**src/rtl/fifo_stream_reader.sv**
```systemverilog
// fifo_stream_reader: drains a FIFO read port (1-cycle read latency) into a
// valid/ready stream with fixed-length packet framing and a 2-entry skid buffer.
//
// Ports:
//   rd_clk      sole clock, shared with the FIFO read side
//   reset       asynchronous, active-high reset
//   en          permits issuing new FIFO reads
//   fifo_empty  FIFO empty flag
//   fifo_rd_en  FIFO read enable (combinational)
//   fifo_dout   FIFO data, valid the cycle after fifo_rd_en
//   m_valid     stream word available
//   m_ready     downstream accepts the word
//   m_data      stream word (skid buffer head)
//   m_last      final word of the current packet
//   pkt_count   completed packets, wraps modulo 2^16
//   busy        a word is in flight or buffered
module fifo_stream_reader #(
    parameter int bitw    = 16,
    parameter int pkt_len = 4
) (
    input  logic            rd_clk,
    input  logic            reset,
    input  logic            en,
    input  logic            fifo_empty,
    output logic            fifo_rd_en,
    input  logic [bitw-1:0] fifo_dout,
    output logic            m_valid,
    input  logic            m_ready,
    output logic [bitw-1:0] m_data,
    output logic            m_last,
    output logic [15:0]     pkt_count,
    output logic            busy
);

    localparam logic [15:0] LAST_IDX = 16'(pkt_len - 1);

    logic            inflight_q, inflight_d;
    logic [1:0]      occ_q, occ_d;
    logic [bitw-1:0] head_q, head_d;
    logic [bitw-1:0] tail_q, tail_d;
    logic [15:0]     word_idx_q, word_idx_d;
    logic [15:0]     pkt_count_q, pkt_count_d;

    logic            pop;
    logic            at_last;
    logic [2:0]      outstanding;

    assign m_valid = (occ_q != 2'd0);
    assign pop     = m_valid & m_ready;
    assign at_last = (word_idx_q == LAST_IDX);

    // Words that will still occupy the buffer after this edge; a new read
    // is only safe if its data will find a free slot when it lands.
    assign outstanding = {1'b0, occ_q}
                       + {2'b00, inflight_q}
                       - {2'b00, pop};

    assign fifo_rd_en = !reset & en & !fifo_empty
                      & (outstanding < 3'd2);

    assign m_data    = head_q;
    assign m_last    = m_valid & at_last;
    assign pkt_count = pkt_count_q;
    assign busy      = inflight_q | (occ_q != 2'd0);

    always_comb begin
        inflight_d  = fifo_rd_en;
        occ_d       = occ_q;
        head_d      = head_q;
        tail_d      = tail_q;
        word_idx_d  = word_idx_q;
        pkt_count_d = pkt_count_q;

        case ({inflight_q, pop})
            2'b10: begin
                if (occ_q == 2'd0) begin
                    head_d = fifo_dout;
                end else begin
                    tail_d = fifo_dout;
                end
                occ_d = occ_q + 2'd1;
            end
            2'b01: begin
                head_d = tail_q;
                occ_d  = occ_q - 2'd1;
            end
            2'b11: begin
                // Capture and pop together: occupancy is unchanged, the
                // tail (if any) moves up and the new word lands behind it.
                if (occ_q == 2'd2) begin
                    head_d = tail_q;
                    tail_d = fifo_dout;
                end else begin
                    head_d = fifo_dout;
                end
            end
            default: begin
            end
        endcase

        if (pop) begin
            if (at_last) begin
                word_idx_d  = 16'd0;
                pkt_count_d = pkt_count_q + 16'd1;
            end else begin
                word_idx_d = word_idx_q + 16'd1;
            end
        end
    end

    always_ff @(posedge rd_clk or posedge reset) begin
        if (reset) begin
            inflight_q  <= 1'b0;
            occ_q       <= 2'd0;
            head_q      <= '0;
            tail_q      <= '0;
            word_idx_q  <= 16'd0;
            pkt_count_q <= 16'd0;
        end else begin
            inflight_q  <= inflight_d;
            occ_q       <= occ_d;
            head_q      <= head_d;
            tail_q      <= tail_d;
            word_idx_q  <= word_idx_d;
            pkt_count_q <= pkt_count_d;
        end
    end

    // A capture into a full buffer without a pop would need a third slot.
    a_no_overflow : assert property (
        @(posedge rd_clk) disable iff (reset)
        !(inflight_q && !pop && occ_q == 2'd2) && (occ_q != 2'd3)
    );

endmodule
```
**config.mk**
```make
export PLATFORM = sky130hd
export DESIGN_NAME = fifo_stream_reader
export DESIGN_NICKNAME = d
export VERILOG_FILES = /design/src/rtl/fifo_stream_reader.sv
export SDC_FILE = /design/constraint.sdc
export NUM_CORES = 1
export LEC_CHECK = 0
export CORE_ASPECT_RATIO = 0.75
export CORE_MARGIN = 2
export CORE_UTILIZATION = 30
export CTS_CLUSTER_DIAMETER = 100
export DETAILED_ROUTE_END_ITERATION = 6
export GPL_TIMING_DRIVEN = 0
export MAX_ROUTING_LAYER = met4
export PLACE_DENSITY = 0.56
export SYNTH_ARGS = -nofsm -noshare
export SYNTH_HDL_FRONTEND = slang
export SYNTH_SLANG_ARGS = --single-unit
```
**constraint.sdc**
```tcl
create_clock -name rd_clk -period 2.8 [get_ports rd_clk]
set_input_delay 0.56 -clock rd_clk [delete_from_list [all_inputs] [get_ports rd_clk]]
set_output_delay 0.56 -clock rd_clk [all_outputs]
set_load 0.05 [all_outputs]
```
Word level (Yosys, flattened, before mapping)
Cells that the tools add are included.
- magnitude comparators: 1
- muxes and demuxes: 8
- equal/unequal tests: 8
- reduce and logical (&&, ||, !) cells: 10
- bitwise operators: 6
- add/sub/neg operators: 6
- operators with widths (kind ; number):
    $mux 16 ; 5
    $pmux 16 s3 ; 1
    $add 16x1->16 const B ; 2
    $pmux 16 s2 ; 1
    $eq 16x2->1 const B ; 1
    $eq 2x2->1 const B ; 3
    $ne 2x2->1 const B ; 3
    $reduce_bool 2->1 ; 3
    $and 1x1->1 ; 5
    $pmux 2 s2 ; 1
    $reduce_and 2->1 ; 2
    $add 2x1->3 ; 1
    $lt 3x2->1 const B ; 1
    $reduce_and 3->1 ; 1
    $reduce_bool 3->1 ; 1
    $sub 3x1->3 ; 1
    $add 2x1->2 const B ; 1
    $eq 2x1->1 const B ; 1
    $logic_not 1->1 ; 2
    $logic_not 2->1 ; 1
    $sub 2x1->2 const B ; 1
    $or 1x1->1 ; 1
- bits in registers: 67
- bits of input ports: 21
- logic and storage cells: 45

Longest topological paths before layout
Gate-level depths: netlist of run 1.
- word-level depth: 5
- mapped depth: 8

Worst setup path after synthesis of run 1
No wires, ideal clock.
- kind: input to output
- start: input m_ready
- end: output fifo_rd_en
- required time: 2240 ps
- buffers on the path: 0
- data arrival time: 3053 ps
- slack: -813 ps
- stages: 7
- cells stage by stage: nand2_1 nor2_1 a21oi_1 nand2b_1 fa_1 nand2_1 nor4_1
- longest elaborated chain between the ends: 4
- RTL lines (what ; line ; source):
    start, declared ; 28 ; input logic m_ready,
    $and 1x1->1 ; 49 ; assign pop = m_valid & m_ready;
    $sub 3x1->3 ; 56 ; - {2'b00, pop};
    $lt 3x2->1 ; 59 ; & (outstanding < 3'd2);
    $and 1x1->1 ; 59 ;
    end, declared ; 25 ; output logic fifo_rd_en,
No other way between the ends.

Final worst setup path of run 1
- start: register occ_q[0]
- end: output fifo_rd_en
- longest elaborated chain between the ends: 5
- elaborated cells on any way between the ends: 6
- classes of those cells: add/sub (2); order compare (1); bitwise (2); reduce/logical (1)
- RTL lines (what ; line ; source):
    start, declared ; 38 ; logic [1:0] occ_q, occ_d;
    start signal, assigned ; 114 ; occ_q <= 2'd0;
    start signal, assigned ; 121 ; occ_q <= occ_d;
    parallel branches: the longest is 2 deep, another holds $add 2x1->3 ; n/a ;
    $sub 3x1->3 * ; 56 ;
    $lt 3x2->1 * ; 59 ;
    $and 1x1->1 * ; 59 ;
Mark *: on every way between the ends.

==> flow_summary.yaml, run 1 <==
yosys:
  synth_top_area_cell: "dfrtp_1"
  async_flop_share: 1.000
  synth.avg_cell_area_um2: 11.73
  ys_seq_area_frac: 0.5313
  synthTopCellsByCount: "dfrtp_1 (67), nand2_1 (29), xnor2_1 (22)"
  syn_nets: 293
  synth_top_cell_area_share: 0.5313
  synth_cell_types: 41
  synth-seq-cells: 67
  netlist_top_cells_area: "dfrtp_1 (53%), xnor2_1 (6.1%), mux2_2 (5.7%), mux2i_1 (5.1%), nand2_1 (3.4%)"
  yosysWarnings: 0
  syn_area_um2: 3156
  yosysMostFrequentCell: "dfrtp_1"
  syn_inst: 269
  synth-edff-count: 0
  ys.flop_type: "dfrtp_1"
die:
  fp-row-count: 32
  initial_core_util: 0.3079
  core_um2: 10250
  io_pins: 57
  die_y_um: 92.82
  die_x_um: 122.4
  dieArea_um2: 11360
sta:
  worst_slack_ns: 0.07073
  max_slew_margin: 0.4392
  fmax_ghz: 0.3664
  worst_pin_slew_ns: 0.8412
  finalHoldViolations: 0
  fin_skew_ns: 0.004327
  drv_slew: 0
  rsz0062_at_grt: "yes"
  tns_ns: 0
  fin_crit_sh: 0.9747
  setup_viol: 0
  fin_crit_ns: 2.729
final_layout:
  drive_above_1_share: 0.1960
  syn_to_final_growth_pct: 35.65
  n_antenna_cell: 0
  nets: 367
  final_area_um2: 4280
cts:
  cts_tree: "done"
  clock_path_buffers: 2
  cts_buffers: 9
  cts-root-buf: "clkbuf_16"
  hold_buffers: 0
  h-tree-depth: 3
  cts_sinks: 67
  clkSlewWorstSetupHoldPaths_ns: 0.05
  clk_latency_ns: 0.33
critical_path:
  cp.arrival_ns: 2.17
  crit_required_ns: 2.24
  reg2reg_depth: 9
  rrSetupSlack_ns: 0.86
  r2r-start: "occ_q[0]$_DFFE_PP0P_"
  critPathLaunchType: "flip-flop"
  crit_fanout: 3
  worstSetupPathType: "reg -> out"
  rr_endpoint: "inflight_q$_DFF_PP0_"
  end_kind: "output pin"
route:
  viasPerCell: 4.586
  post_drt_wl_per_cell_um: 14.31
  route.detailed.drc: 0
  ant_nets: 0
  dr_total_vias: 2215
  first_pass_iters: 4
  postRouteWirelength_um: 6914
  drtIter0Drc: 125
placed_design:
  place_area_um2: 3904
  gp_congestion: 0.7530
  port_buffers: 56
  hpwl_um: 4676
  pre_cts_slack_ns: -1.173
run_status:
  outcome: "finished, final reports clean"
hold_path:
  min_from: "m_data[6]$_DFFE_PP0P_"
  min_path_type: "reg -> reg"
  hold_depth: 2
  min_to: "m_data[6]$_DFFE_PP0P_"
global_routing:
  grt_pass1_vias: 2234
  track_usage: 0.1361
  grt_first_pass_wirelength_um: 11400
  antenna_found_initial: 0
  grt_overflow: 0
  grt_max_degree: 68
flow_run:
  drv_cap: 0
power_and_ir_drop:
  power.density_nw_per_um2: 805.0
  irDropWorstVdd_mv: 0.3170
  leakagePower_uw: 0.002024
==> layer usage <==
metal | part of all wire | track usage
met4 | 0.017 | 0.05460
met3 | 0.042 | 0.04495
met5 | 0 | -
met2 | 0.42 | 0.1792
met1 | 0.52 | 0.1905
==> timing repair <==
item                       4_1_cts  5_1_grt
pin swaps                        4        4
resized for setup               25        2
setup endpoints to repair        2        2
buffers inserted                 5        2
==> how the worst max path moves through the flow <==
stage	from	end	slack, ns	cells after the start
2_1_floorplan	m_ready	fifo_rd_en	0.08	7
3_3_place_gp	m_ready	fifo_rd_en	-1.15	9
3_5_place_dp	m_ready	fifo_rd_en	-1.17	9
4_1_cts	occ_q[1]$_DFFE_PP0P_	fifo_rd_en	-0.0003	9
5_1_grt	occ_q[1]$_DFFE_PP0P_	fifo_rd_en	-0.05	9
6_report	occ_q[0]$_DFFE_PP0P_	fifo_rd_en	0.07	8
==> cell families after synthesis <==
group | Yosys count | share of synthesized area
xor gates and xnor gates | 30 | 0.08327
and+or+nand+nor | 92 | 0.1721
AOI/OAI and AO/OA | 27 | 0.05076
buffers and inverters | 17 | 0.03568
DFF | 67 | 0.5313
muxes | 33 | 0.1126
adders and majority gates | 3 | 0.01427
==> worst max-delay path, stage by stage, from the launching register on <==
cell and delay (ns):
dfrtp_1 0.39, buf_6 0.13, nor2_4 0.12, a21oi_2 0.05, nand2b_4 0.14, fa_1 0.51, nand2_2 0.07, nor4_4 0.24
buf_6 0.20
==> layout by cell type, fill, tap and decap left out, types with 5 or more instances in the layout <==
cell type         n
buf_2             5
o21ai_0          16
nor3_1            6
nand2_1          27
clkbuf_16         9
nand3_1          15
xor2_1            8
mux2i_1          16
xnor2_1          22
mux2_2           16
inv_1             5
nand4_1           7
buf_6             6
dfrtp_1          67
buf_4             7
clkdlybuf4s50_1  53
and3_1            9
==> report_power, final <==
part / total [µW] / internal [µW] / switching [µW]
combinational: 1020 / 393 / 623
clock: 1120 / 731 / 388
sequential: 1310 / 1180 / 131
==> final cells by class <==
cell class,count,area [µm²]
fill,1007,5969
sequential,67,1677
multi-input combinational,185,1413
timing repair buffer,63,606.8
clock buffer,13,260.3
tap,136,170.2
buffer,11,93.84
clock inverter,2,35.03
inverter,6,25.02
==> flip-flops by register name (all words and copies together), names as in the netlist <==
signal      count
word_idx_q     16
occ_q           2
tail_q         16
inflight_q      1
m_data         16
pkt_count      16
==> per-stage QoR <==
step	hold slack, ns	instances	utilization	total power, µW
6_report	0.4758	483	0.4176	3446
3_3_place_gp	0.4634	461	0.3806	2315
2_1_floorplan	0.4467	269	-	1997
5_1_grt	0.4927	483	0.4176	3631
4_1_cts	0.4817	481	0.4156	3492
3_5_place_dp	0.4697	461	0.3809	2340
Note: power is estimated with default switching activity, not from simulation.
==> run 2: changes to the inputs <==
==> constraint.sdc (replaced) <==
create_clock -name rd_clk -period 3.49 [get_ports rd_clk]
set_input_delay 0.698 -clock rd_clk [delete_from_list [all_inputs] [get_ports rd_clk]]
set_output_delay 0.698 -clock rd_clk [all_outputs]
set_load 0.05 [all_outputs]
==> flow_summary.yaml, run 2 (same netlist as run 1, synthesis figures left out) <==
run_status:
  outcome: "finished, final reports clean"
die:
  die_y_um: 92.82
  io_pins: 57
  die_x_um: 122.4
  dieArea_um2: 11360
  core_um2: 10250
  fp-row-count: 32
  initial_core_util: 0.3079
global_routing:
  grt_overflow: 0
  met1_usage: 0.1923
  met3_usage: 0.03879
  grtUsageMet2: 0.1847
  grt_max_degree: 68
  antenna_found_initial: 0
  grt-busiest-layer: "met1"
  track_usage: 0.1362
  grt_pass1_vias: 2226
  grt_first_pass_wirelength_um: 11520
cts:
  cts-root-buf: "clkbuf_16"
  hold_buffers: 0
  cts_sinks: 67
  clkSlewWorstSetupHoldPaths_ns: 0.05
  clock_path_buffers: 2
  cts_tree: "done"
  clk_latency_ns: 0.33
  cts_buffers: 9
  h-tree-depth: 3
sta:
  setup_viol: 0
  fin_skew_ns: 0.005962
  fin_crit_ns: 3.207
  rsz0062_at_grt: "no"
  fmax_ghz: 0.3118
  worst_pin_slew_ns: 0.8428
  finalHoldViolations: 0
  tns_ns: 0
  drv_slew: 0
  fin_crit_sh: 0.9188
  max_slew_margin: 0.4381
  worst_slack_ns: 0.2833
placed_design:
  pre_cts_slack_ns: -0.8196
  placed_cells: 461
  port_buffers: 56
  place_area_um2: 3895
  gp_congestion: 0.7625
  hpwl_um: 4757
route:
  viasPerCell: 4.629
  first_pass_iters: 4
  postRouteWirelength_um: 6679
  route.detailed.drc: 0
  ant_nets: 0
  post_drt_wl_per_cell_um: 14.06
  dr_total_vias: 2199
  drtIter0Drc: 131
power_and_ir_drop:
  seqPwrFrac: 0.378
  power.density_nw_per_um2: 662.5
  pwr-share-comb: 0.289
  swShare: 0.3264
  power.internal_uw: 1869
  leakagePower_uw: 0.001985
  power_switching_uw: 905.4
  irDropWorstVdd_mv: 0.2241
  p_clk_frac: 0.333
final_layout:
  regArea_um2: 1677
  final_area_um2: 4188
  syn_to_final_growth_pct: 32.71
  fin_cells: 475
  n_antenna_cell: 0
  final_common_cell: "dfrtp_1"
  final_cell_mix: "dfrtp_1 (67), clkdlybuf4s50_1 (53), nand2_1 (29)"
  nets: 360
  final.fill_count: 994
  multi_input_area_um2: 1373
  drive_above_1_share: 0.1563
  finish.utilization: 0.4086
hold_path:
  min_from: "m_data[13]$_DFFE_PP0P_"
  hold_depth: 2
  min_to: "m_data[13]$_DFFE_PP0P_"
  min_path_type: "reg -> reg"
flow_run:
  drv_cap: 0
critical_path:
  path_cells: "clkbuf_2 > nand2_1 > nor2_1 > a21oi_1 > nand2b_1 > fa_1 > nand2_1 > nor4_2 > buf_4"
  rrSetupSlack_ns: 1.49
  reg2reg_depth: 8
  crit_fanout: 7
  max_stage_delay_ns: 0.49
  cp_num_buf_inv: 2
  r2r-start: "occ_q[1]$_DFFE_PP0P_"
  rr_endpoint: "inflight_q$_DFF_PP0_"
  crit_required_ns: 2.79
  worstSetupPathType: "in -> out"
  end_kind: "output pin"
  crit_top_cell: "nand2_1"
  critPathLaunchType: "input port"
  cp_slowest_cell: "fa_1"
  cp.arrival_ns: 2.51
  cpLargestDelayFamily: "simple AND/OR/NAND/NOR gates"
==> run 2: cell types whose count changed in the layout (fill, tap and decap cells not counted), moves of 2 or more <==
cell,delta
buf_4,-5
buf_6,-2
clkbuf_8,-2
nand2_1,+2
==> run 2: worst register-to-register path: stages (launching register included) <==
cell and delay (ns):
dfrtp_1 0.39, buf_6 0.17, nand2_1 0.06, nor2_1 0.18, a21oi_1 0.11, nand2b_1 0.17, fa_1 0.49, nand2_1 0.06
nor4_2 0.27
==> run 2: timing repair <==
item / CTS / global route
resized for setup: 8 / 3
setup endpoints to repair: 1 / 2
setup buffers: 0 / 0
==> run 2: per-stage QoR <==
| step | total power, µW | hold slack, ns |
|---|---|---|
| after global routing | 2921 | 0.4986 |
| after global placement | 1858 | 0.4664 |
| after detailed placement | 1876 | 0.4700 |
| after floorplan | 1601 | 0.4467 |
| after CTS | 2816 | 0.4813 |
| final | 2774 | 0.4752 |
==> run 2: how the worst max path moves through the flow <==
stage / cells past startpoint / slack (ns) / endpoint / from
after floorplan: 7 / 0.19 / fifo_rd_en / m_ready
after global placement: 9 / -0.74 / fifo_rd_en / m_ready
after detailed placement: 9 / -0.82 / fifo_rd_en / m_ready
after CTS: 9 / 0.04 / fifo_rd_en / m_ready
after global routing: 9 / 0.07 / fifo_rd_en / m_ready
final: 9 / 0.28 / fifo_rd_en / m_ready
==> run 2: per-layer routing <==
metal,part of all wire,wire [µm]
met1,0.51,3425
met2,0.43,2900
met3,0.036,243
met4,0.016,110
met5,0,0
==> run 2: power groups by stage <==
| stage | Sequential [µW] | Clock, µW | Combinational [µW] |
|---|---|---|---|
| global route | 1070 | 982 | 864 |
| CTS | 1050 | 952 | 812 |
| finish | 1050 | 924 | 801 |
| detailed placement | 1070 | 0 | 811 |
| floorplan | 1300 | 0 | 300 |
| global placement | 1060 | 0 | 799 |
==> run 2: final cells by class <==
cell class / instances / share of cell area
multi-input cells: 185 / 0.3278
inverters: 6 / 0.005975
repair buffers: 56 / 0.1327
clock inverters: 3 / 0.01554
flip-flops and latches: 67 / 0.4004
plain buffers: 11 / 0.02151
clock buffers: 11 / 0.05557
well taps: 136 / 0.04063
==> run 3: changes to the inputs <==
--- a/config.mk
+++ b/config.mk
@@ -7,12 +7,12 @@
 export LEC_CHECK = 0
 export CORE_ASPECT_RATIO = 0.75
 export CORE_MARGIN = 2
-export CORE_UTILIZATION = 30
+export CORE_UTILIZATION = 40
 export CTS_CLUSTER_DIAMETER = 100
 export DETAILED_ROUTE_END_ITERATION = 6
 export GPL_TIMING_DRIVEN = 0
 export MAX_ROUTING_LAYER = met4
-export PLACE_DENSITY = 0.56
+export PLACE_DENSITY_LB_ADDON = 0.3
 export SYNTH_ARGS = -nofsm -noshare
 export SYNTH_HDL_FRONTEND = slang
 export SYNTH_SLANG_ARGS = --single-unit
==> flow_summary.yaml, run 3 (same netlist as run 1, synthesis figures left out) <==
die:
  die_x_um: 106.6
  io_pins: 57
  dieArea_um2: 8623
  fp-row-count: 28
  initial_core_util: 0.4057
  core_um2: 7777
  die_y_um: 80.92
cts:
  clock_path_buffers: 2
  h-tree-depth: 3
  cts_tree: "done"
  cts-root-buf: "clkbuf_8"
  post_cts_buffers: 0
  cts_buffers: 9
  hold_buffers: 0
  clkSlewWorstSetupHoldPaths_ns: 0.07
  ctsResizeCount: 8
  clk_latency_ns: 0.34
  cts_sinks: 67
sta:
  rsz0062_at_grt: "no"
  tns_ns: 0
  fin_skew_ns: 0.008184
  fin_crit_sh: 0.9034
  fin_crit_ns: 3.153
  drv_slew: 0
  max_slew_margin: 0.4556
  fin_hold_ws_ns: 0.4791
  worst_pin_slew_ns: 0.8166
  fmax_ghz: 0.3172
  finalHoldViolations: 0
  worst_slack_ns: 0.3371
  setup_viol: 0
placed_design:
  port_buffers: 56
  place_area_um2: 3856
  hpwl_um: 4375
  pre_cts_slack_ns: -0.7788
  gp_congestion: 0.7504
route:
  postRouteWirelength_um: 6226
  drtIter0Drc: 86
  first_pass_iters: 4
  dr_total_vias: 2198
  post_drt_wl_per_cell_um: 13.96
  ant_nets: 0
  route.detailed.drc: 0
  viasPerCell: 4.928
global_routing:
  grt_overflow: 0
  grt_max_degree: 68
  grt_pass1_vias: 2234
  track_usage: 0.1675
  antenna_found_initial: 0
  grt_first_pass_wirelength_um: 10940
run_status:
  outcome: "finished, final reports clean"
power_and_ir_drop:
  power_uw: 2426
  leakagePower_uw: 0.001928
  power.density_nw_per_um2: 601.8
  irDropWorstVdd_mv: 0.3069
final_layout:
  final_cell_mix: "dfrtp_1 (67), clkdlybuf4s50_1 (53), nand2_1 (29)"
  n_antenna_cell: 0
  final_area_um2: 4031
  syn_to_final_growth_pct: 27.76
  drive_above_1_share: 0.1642
  nets: 360
  final_common_cell: "dfrtp_1"
hold_path:
  min_from: "m_data[0]$_DFFE_PP0P_"
  min_path_type: "reg -> reg"
critical_path:
  worstSetupPathType: "in -> out"
  cp.arrival_ns: 2.45
  crit_fanout: 7
  r2r-start: "occ_q[1]$_DFFE_PP0P_"
  end_kind: "output pin"
  crit_required_ns: 2.79
  critPathLaunchType: "input port"
  worstSetupStartpoint: "m_ready"
flow_run:
  drv_cap: 0
## run 3: cell count changes in the layout (fill, tap and decap cells not counted), sizes merged
cell / delta
clkinv: +1
clkbuf: +1
bufinv: -2
clkinvlp: +2
## run 3: area by class of cell
class	count	area [µm²]
timing repair buffer	56	555.5
sequential	67	1677
tap	105	131.4
buffer	11	90.09
multi-input combinational	185	1373
inverter	6	25.02
clock buffer	12	155.1
clock inverter	4	25.02
fill	759	3746
## run 3: power by group
group,switching [µW],leakage (µW),internal [µW]
Combinational,490,0.000956,307
Sequential,103,0.000883,944
Clock,287,0.0000884,294
## run 3: worst paths after layout
check                      slack [ns]  cells past startpoint                        end
min                              0.48                      2      m_data[0]$_DFFE_PP0P_
max in group asynchronous        2.03                      2  word_idx_q[5]$_DFFE_PP0P_
max                              0.34                      9                 fifo_rd_en
min reg2reg                      0.48                      2      m_data[0]$_DFFE_PP0P_
min in group asynchronous        0.91                      2       inflight_q$_DFF_PP0_
max reg2reg                      1.53                      8       inflight_q$_DFF_PP0_
## run 3: layer usage
layer	part of all wire	track usage	up-vias
met1	0.51	0.2323	1079
met5	0	-	-
met3	0.036	0.05217	5
li1	-	-	1073
met4	0.0079	0.03506	0
met2	0.45	0.2433	41
## run 3: per-stage QoR
stage / util / std cells
CTS: 0.5185 / 446
global placement: 0.4955 / 430
detailed placement: 0.4958 / 430
finish: 0.5183 / 446
global route: 0.5183 / 446
floorplan: - / 269
## run 3: critical path, stage by stage
cell      delay, ns
clkbuf_2       0.18
nand2_1        0.07
nor2_1         0.18
a21oi_1        0.10
nand2b_1       0.17
fa_1           0.48
nand2_1        0.06
nor4_2         0.27
buf_4          0.26
